`src/rtl/if_fetch_unit_if.sv`:
```
// Instruction-memory request/acknowledge bus between the fetch stage and imem.
// The fetch unit is the master; the memory (or bench) is the slave.
interface if_fetch_unit_if;
  logic        IMEM_Req;
  logic [31:0] IMEM_Addr;
  logic        IMEM_Ack;
  logic [31:0] IMEM_Data;

  modport master (
    output IMEM_Req,
    output IMEM_Addr,
    input  IMEM_Ack,
    input  IMEM_Data
  );

  modport slave (
    input  IMEM_Req,
    input  IMEM_Addr,
    output IMEM_Ack,
    output IMEM_Data
  );
endinterface

```
`src/rtl/if_fetch_unit.sv`:
```
// MIPS IF stage: fetch PC, variable-latency imem handshake, IF/ID register with freeze/flush.
// Optional macro IF_STALL_CNT_EN adds a saturating 16-bit Stall_Count output.
module if_fetch_unit #(
  parameter logic [31:0] RESET_PC = 32'h0000_0000
) (
  input  logic                 clk,
  input  logic                 rst,
  input  logic                 Freeze,
  input  logic                 Br_Taken,
  input  logic [31:0]          Br_Addr,
  if_fetch_unit_if.master      imem,
  output logic [31:0]          Instruction,
  output logic [31:0]          PC,
  output logic                 Valid
`ifdef IF_STALL_CNT_EN
  ,
  output logic [15:0]          Stall_Count
`endif
);

  typedef enum logic [1:0] {
    FETCH = 2'd0,
    HOLD  = 2'd1,
    DRAIN = 2'd2
  } state_t;

  state_t      r_state;
  logic [31:0] r_fpc;
  logic [31:0] r_tgt;
  logic [31:0] r_buf;
  logic [31:0] r_instr;
  logic [31:0] r_pc;
  logic        r_valid;

  logic [31:0] w_br_addr;
  logic [31:0] w_fpc_inc;
  logic        w_ack;
  logic        w_load;
  logic [31:0] w_load_word;
  logic        w_bubble;

  assign w_br_addr = Br_Addr & 32'hFFFF_FFFC;
  assign w_fpc_inc = r_fpc + 32'd4;
  assign w_ack     = imem.IMEM_Ack;

  // Request is decoded from state; HOLD parks a word so the bus stays idle.
  assign imem.IMEM_Req  = !rst && (r_state != HOLD);
  assign imem.IMEM_Addr = r_fpc;

  assign Instruction = r_instr;
  assign PC          = r_pc;
  assign Valid       = r_valid;

  always_comb begin
    w_load      = 1'b0;
    w_load_word = imem.IMEM_Data;
    case (r_state)
      FETCH: begin
        w_load      = w_ack && !Br_Taken && !Freeze;
        w_load_word = imem.IMEM_Data;
      end
      HOLD: begin
        w_load      = !Br_Taken && !Freeze;
        w_load_word = r_buf;
      end
      default: begin
        w_load      = 1'b0;
        w_load_word = imem.IMEM_Data;
      end
    endcase
    // A taken branch flushes IF/ID even under Freeze.
    w_bubble = Br_Taken || (!w_load && !Freeze);
  end

  always_ff @(posedge clk) begin
    if (rst) begin
      r_state <= FETCH;
      r_fpc   <= RESET_PC & 32'hFFFF_FFFC;
      r_tgt   <= 32'h0;
      r_buf   <= 32'h0;
      r_instr <= 32'h0;
      r_pc    <= 32'h0;
      r_valid <= 1'b0;
    end else begin
      if (w_load) begin
        r_instr <= w_load_word;
        r_pc    <= w_fpc_inc;
        r_valid <= 1'b1;
        r_fpc   <= w_fpc_inc;
      end else if (w_bubble) begin
        r_instr <= 32'h0;
        r_valid <= 1'b0;
      end

      case (r_state)
        FETCH: begin
          if (Br_Taken && w_ack) begin
            r_fpc <= w_br_addr;
          end else if (Br_Taken) begin
            r_tgt   <= w_br_addr;
            r_state <= DRAIN;
          end else if (w_ack && Freeze) begin
            r_buf   <= imem.IMEM_Data;
            r_state <= HOLD;
          end
        end
        HOLD: begin
          if (Br_Taken) begin
            r_fpc   <= w_br_addr;
            r_state <= FETCH;
          end else if (!Freeze) begin
            r_state <= FETCH;
          end
        end
        DRAIN: begin
          // The outstanding word belongs to the squashed path; the newest target wins.
          if (w_ack) begin
            r_fpc   <= Br_Taken ? w_br_addr : r_tgt;
            r_state <= FETCH;
          end else if (Br_Taken) begin
            r_tgt <= w_br_addr;
          end
        end
        default: r_state <= FETCH;
      endcase
    end
  end

`ifdef IF_STALL_CNT_EN
  logic [15:0] r_stall_cnt;
  assign Stall_Count = r_stall_cnt;

  always_ff @(posedge clk) begin
    if (rst) begin
      r_stall_cnt <= 16'h0;
    end else if (!w_load && (r_stall_cnt != 16'hFFFF)) begin
      r_stall_cnt <= r_stall_cnt + 16'd1;
    end
  end
`endif

endmodule

```
`src/flat_wrapper.sv`:
```
// flat-port wrapper written by rule: the top's interface ports become plain ports
module if_fetch_unit_flat 
#(
  parameter logic [31:0] RESET_PC = 32'h0000_0000
)
  (clk, rst, Freeze, Br_Taken, Br_Addr, Instruction, PC, Valid, imem_IMEM_Req, imem_IMEM_Addr, imem_IMEM_Ack, imem_IMEM_Data);
  if_fetch_unit_if imem_i ();
  input  logic clk;
  input  logic rst;
  input  logic Freeze;
  input  logic Br_Taken;
  input  logic [31:0] Br_Addr;
  output logic [31:0] Instruction;
  output logic [31:0] PC;
  output logic Valid;
  output wire logic [$bits(imem_i.IMEM_Req)-1:0] imem_IMEM_Req;
  output wire logic [$bits(imem_i.IMEM_Addr)-1:0] imem_IMEM_Addr;
  input wire logic [$bits(imem_i.IMEM_Ack)-1:0] imem_IMEM_Ack;
  input wire logic [$bits(imem_i.IMEM_Data)-1:0] imem_IMEM_Data;
  assign imem_IMEM_Req = imem_i.IMEM_Req;
  assign imem_IMEM_Addr = imem_i.IMEM_Addr;
  assign imem_i.IMEM_Ack = imem_IMEM_Ack;
  assign imem_i.IMEM_Data = imem_IMEM_Data;
  if_fetch_unit #(.RESET_PC(RESET_PC)) u_core (.clk(clk), .rst(rst), .Freeze(Freeze), .Br_Taken(Br_Taken), .Br_Addr(Br_Addr), .imem(imem_i), .Instruction(Instruction), .PC(PC), .Valid(Valid));
endmodule
```
`config.mk`:
```
export PLATFORM = sky130hd
export DESIGN_NAME = if_fetch_unit_flat
export DESIGN_NICKNAME = d
export VERILOG_FILES = /design/src/rtl/if_fetch_unit_if.sv /design/src/rtl/if_fetch_unit.sv /design/src/flat_wrapper.sv
export SDC_FILE = /design/constraint.sdc
export NUM_CORES = 1
export LEC_CHECK = 0
export ABC_AREA = 1
export ABC_CLOCK_PERIOD_IN_PS = 4320
export CORE_AREA = 10 10 134 136
export CTS_CLUSTER_DIAMETER = 120
export DETAILED_ROUTE_END_ITERATION = 6
export DIE_AREA = 0 0 144 146
export PLACE_DENSITY_LB_ADDON = 0.05
export SYNTH_ARGS = -nofsm -noshare
export SYNTH_HDL_FRONTEND = slang
export SYNTH_SLANG_ARGS = --single-unit
```
`constraint.sdc`:
```
create_clock -name clk -period 4.32 [get_ports clk]
set_input_delay 1.296 -clock clk [delete_from_list [all_inputs] [get_ports clk]]
set_output_delay 1.296 -clock clk [all_outputs]
set_load 0.01 [all_outputs]
```
## After elaboration in Yosys (flattened, before gate mapping)

Cells that the tools add are included.

- Logic and storage cells: 58
- Register bits after elaboration: 163

- Eq/ne operators: 8
- Multiplexer cells: 22
- Reductions and logical operators: 18
- Add/subtract/negate cells: 1
- Bitwise gates (word level): 2

Operators by type and width:

| operator | number |
|---|---|
| 32-bit 2-to-1 mux | 10 |
| 32-bit one-hot mux with 3 select lines | 1 |
| 32-bit one-hot mux with 2 select lines | 1 |
| 32-bit by 3-bit adder with 32-bit output (second input constant) | 1 |
| 2-bit 2-to-1 mux | 6 |
| 4-bit AND reduction | 2 |
| 1-bit logical AND | 7 |
| 2-bit != test (second input constant) | 3 |
| 2-bit one-hot mux with 3 select lines | 1 |
| 1-bit zero test | 4 |
| 2-bit nonzero test | 2 |
| 3-bit by 2-bit != test with 1-bit output (second input constant) | 1 |
| 3-bit != test (second input constant) | 1 |
| 3-bit AND reduction | 1 |
| 2-bit by 1-bit equality test with 1-bit output (second input constant) | 1 |
| 2-bit equality test (second input constant) | 1 |
| 2-bit zero test | 1 |
| 1-bit 2-to-1 mux | 2 |
| 2-bit by 1-bit != test with 1-bit output (second input constant) | 1 |
| 1-bit inverter | 2 |
| 1-bit one-hot mux with 2 select lines | 1 |
| 1-bit logical OR | 1 |

## Depth between registers and ports, before layout

- Depth in word-level cells: 9
- Gate-level depth with buffers: 11
- Depth with buffers taken out: 10

## Worst setup path after synthesis

OpenSTA, ideal clock, no wires.

- Kind: input-to-output
- Start: in rst
- End: out imem_IMEM_Req
- Arrival: 1.854 ns
- Required time: 3.024 ns
- Slack: 1.170 ns
- Buffers on the path: 2
- Cell stages on the path: 3
- Cells stage by stage: buf_2 clkbuf_1 nor2_1

- Word-level cells in the longest chain between the ends: 2

RTL lines:

| element | line | source |
|---|---|---|
| start, declared | flat_wrapper.sv:9 | `input logic rst;` |
| 1-bit zero test | if_fetch_unit.sv:47 | `assign imem.IMEM_Req = !rst && (r_state != HOLD);` |
| 1-bit logical AND | if_fetch_unit.sv:47 |  |
| end, declared | flat_wrapper.sv:16 | `output wire logic [$bits(imem_i.IMEM_Req)-1:0] imem_IMEM_Req;` |

No other way between the ends.

## Worst setup path in the final report

Ends and elaborated chain as after synthesis.

==> metrics.md <==
| Metric | Value |
|---|---|
| Hold_ws | 0.4427 ns |
| Slew headroom | 0.3966 |
| Area of the mapped netlist | 8219 um^2 |
| GRT Residual Overflow | 0 |
| Clock Tree Buf Depth | 2 |
| Peak supply drop | 0.0002594 V |
| TNS Setup | 0 ns |
| Post-synthesis cell type count | 34 |
| Die ar. | 21020 um^2 |
| First-pass DRT Iterations | 5 |
| Maxcap violations | 0 |
| Fin util | 0.6745 |
| Number of hold violations in the final report | 0 |
| Sequential share of the synthesized area | 0.3970 |
| Worst Setup Path Type | input pin to primary output |
| DP Area | 9831 um^2 |
| Switching share of power | 0.2661 |
| Flops & latches, synth | 163 |
| GR Util met3 | 0.06984 |
| Final Cycle Share | 0.7745 |
| CP peak stage delay | 0.56 ns |
| Seq pwr share | 0.438 |
| First-pass GRT wire length | 39250 um |
| Initial antenna violation count | 1 |
| Synth top area cells | dfxtp_1 (40%), nand2_1 (16%), a21oi_1 (7.7%), o21ai_0 (6.2%), inv_1 (5.3%) |
| Finished Layout Cells | 1572 |
| Clock slew seen by the registers of the worst setup and hold paths | 0.06 ns |
| Post-DR wirelength/cell | 15.61 um |
| Vias in the first global route | 7705 |
| Slowest CP cell | clkdlybuf4s50_1 |
| Cts hold-fix bufs | 0 |
| Slew of the pin with the lowest slew margin | 0.9051 ns |
| Power per cell area | 362.8 nW/um^2 |
| Grt peak-use layer | met2 |
| Cell count after placement | 1540 |
| Synth warn | 0 |
| Post-DP HPWL | 17190 um |
| ANT nets after route | 0 |
| Largest net degree at the start of global routing | 73 |
| Fin crit period | 3.346 ns |
| Synth Area per Inst | 6.607 um^2 |
| Most frequent cell after synthesis | nand2_1 |
| 1st-iter DRT viols | 537 |
| H-tree depth | 4 |
| Setup crit end kind | primary output |
| Crit-path max FO | 2 |
| Min-Delay Path Class | register to register |
| Root Driver | clkbuf_16 |
| Ys async rst share | 0 |
| Starting Density | 0.5309 |
| P_sw | 1008 uW |
| Clk sinks | 163 |
| Die Width | 144 um |
| Required time of the worst setup path | 3.02 ns |
| Clock share of power | 0.413 |
| Fmax achieved | 0.2989 GHz |
| M2 GR Usage | 0.3624 |
| Routed wire length | 24540 um |
| Comb power frac | 0.149 |
| Post-synth top flop | dfxtp_1 |
| Non-Filler Cell Area, Final | 10440 um^2 |
| Port buffer count | 164 |
| Synth area leader | dfxtp_1 |
| Core area | 15480 um^2 |
| DR vias | 8455 |
| Nets | 1437 |
| Clock skew | 0.01023 ns |
| Die Span Y | 146 um |
| Ant. Diodes | 0 |
| EDFF count, synth | 0 |
| Crit-path cells | buf_2 -> nor2_1 -> clkdlybuf4s50_1 |
| # IOs | 167 |
| Share of layout cells above drive strength 1 | 0.05580 |
| Synth-to-Final Area Change | 27.05% |
| Mapped Nets | 1314 |
| Worst EP arrival | 2.05 ns |
| Drt drc | 0 |
| Post-cts resize count | 0 |
| Slew Viols, Final | 0 |
| Row cnt | 46 |
| Met1 Use GR | 0.2867 |
| Cts bufs inserted | 17 |
| CTS tree | yes |
| Internal power | 2781 uW |
| DR vias/cell | 5.378 |
| Mapped Cells | 1244 |
| Crit path launch type | input pin |
| Postcts setup bufs | 0 |
| Total Routing Usage GR | 0.2285 |
| Commonest cells post-synth | nand2_1 (343), dfxtp_1 (163), a21oi_1 (127) |
| Setup violations, final | 0 |
| RSZ-0062 raised after global routing | no |
| Leak | 0.004134 uW |
| Status | complete, no violations |
| Synth top area share | 0.3970 |
| Final Wtd Congestion | 0.9248 |
| Clk_lat worst skew | 0.42 ns |
[worst max-delay path: cells and delay by family]
kind                   cells  cell delay, ns
buffers and inverters      2            0.67
and+or+nand+nor            1            0.09
[layout by cell type (no fill, tap or decap), drive strengths merged]
| cell | synthesis | final |
|---|---|---|
| inv | 122 | 124 |
| clkbuf | 34 | 21 |
| a211oi | 17 | 17 |
| clkinvlp | 0 | 4 |
| nand4 | 3 | 3 |
| nand3 | 73 | 73 |
| clkdlybuf4s50 | 0 | 163 |
| o21ai | 149 | 149 |
| or2 | 8 | 8 |
| o2111ai | 3 | 3 |
| a21oi | 127 | 127 |
| buf | 42 | 17 |
| nor2 | 107 | 107 |
| o21a | 3 | 3 |
| o21bai | 14 | 14 |
| a211o | 1 | 1 |
| o211ai | 3 | 3 |
| ha | 1 | 1 |
| clkinv | 2 | 4 |
| dfxtp | 163 | 163 |
| xor2 | 8 | 8 |
| nand2 | 348 | 348 |
| o221ai | 10 | 10 |
| bufinv | 0 | 3 |
| a32oi | 1 | 1 |
| o22ai | 5 | 5 |
[layout make-up]
cell class                 count  area (um^2)
clock inverter                11        151.4
fill                        1340         5040
sequential                   163         3263
inverter                     124        466.7
clock buffer                  21        460.4
timing repair buffer         180         1757
tap                          192        240.2
multi-input combinational    881         4104
[per-layer routing]
layer  up-vias  share of wire
li1       4306              -
met1      3761           0.43
met2       345           0.45
met3        43          0.094
met4         0          0.024
met5         -              0
[state kept, by name, indices dropped and copies added (netlist names)]
name                   count
u_core.r_tgt              32
u_core.PC                 32
u_core.r_state             2
u_core.Instruction        32
u_core.r_buf              32
u_core.Valid               1
u_core.imem.IMEM_Addr     32
[per-stage QoR]
step | power, uW | worst slack (ns)
floorplan | 2008 | 1.170
global placement | 2240 | 0.8841
detailed placement | 2251 | 0.8896
CTS | 3807 | 0.9632
global route | 3949 | 0.9305
finish | 3789 | 0.9742
[power by group through the flow]
stage	Sequential [uW]	Combinational [uW]	Clock, uW
after floorplan	1690	314	0
after detailed placement	1690	559	0
final	1660	563	1570
after global routing	1670	629	1650
after global placement	1690	551	0
after CTS	1660	563	1590
[logic make-up after synthesis]
family          count (synthesis)  share of synthesized area
compound gates                333                     0.2216
xor+xnor                        8                   0.008525
fa+ha+maj                       1                   0.001522
buf+inv                       200                     0.1046
flops                         163                     0.3970
simple gates                  539                     0.2667
[worst paths after layout]
| path | start | end | slack [ns] | cells past startpoint |
|---|---|---|---|---|
| setup / recovery | rst | imem_IMEM_Req | 0.97 | 3 |
| hold / removal | u_core.PC[15] | u_core.PC[15] | 0.44 | 2 |
| setup reg to reg | u_core.r_state[0] | u_core.Instruction[26] | 2.15 | 9 |
| hold reg to reg | u_core.PC[15] | u_core.PC[15] | 0.44 | 2 |
No activity file was read; power rests on OpenSTA's default activity.
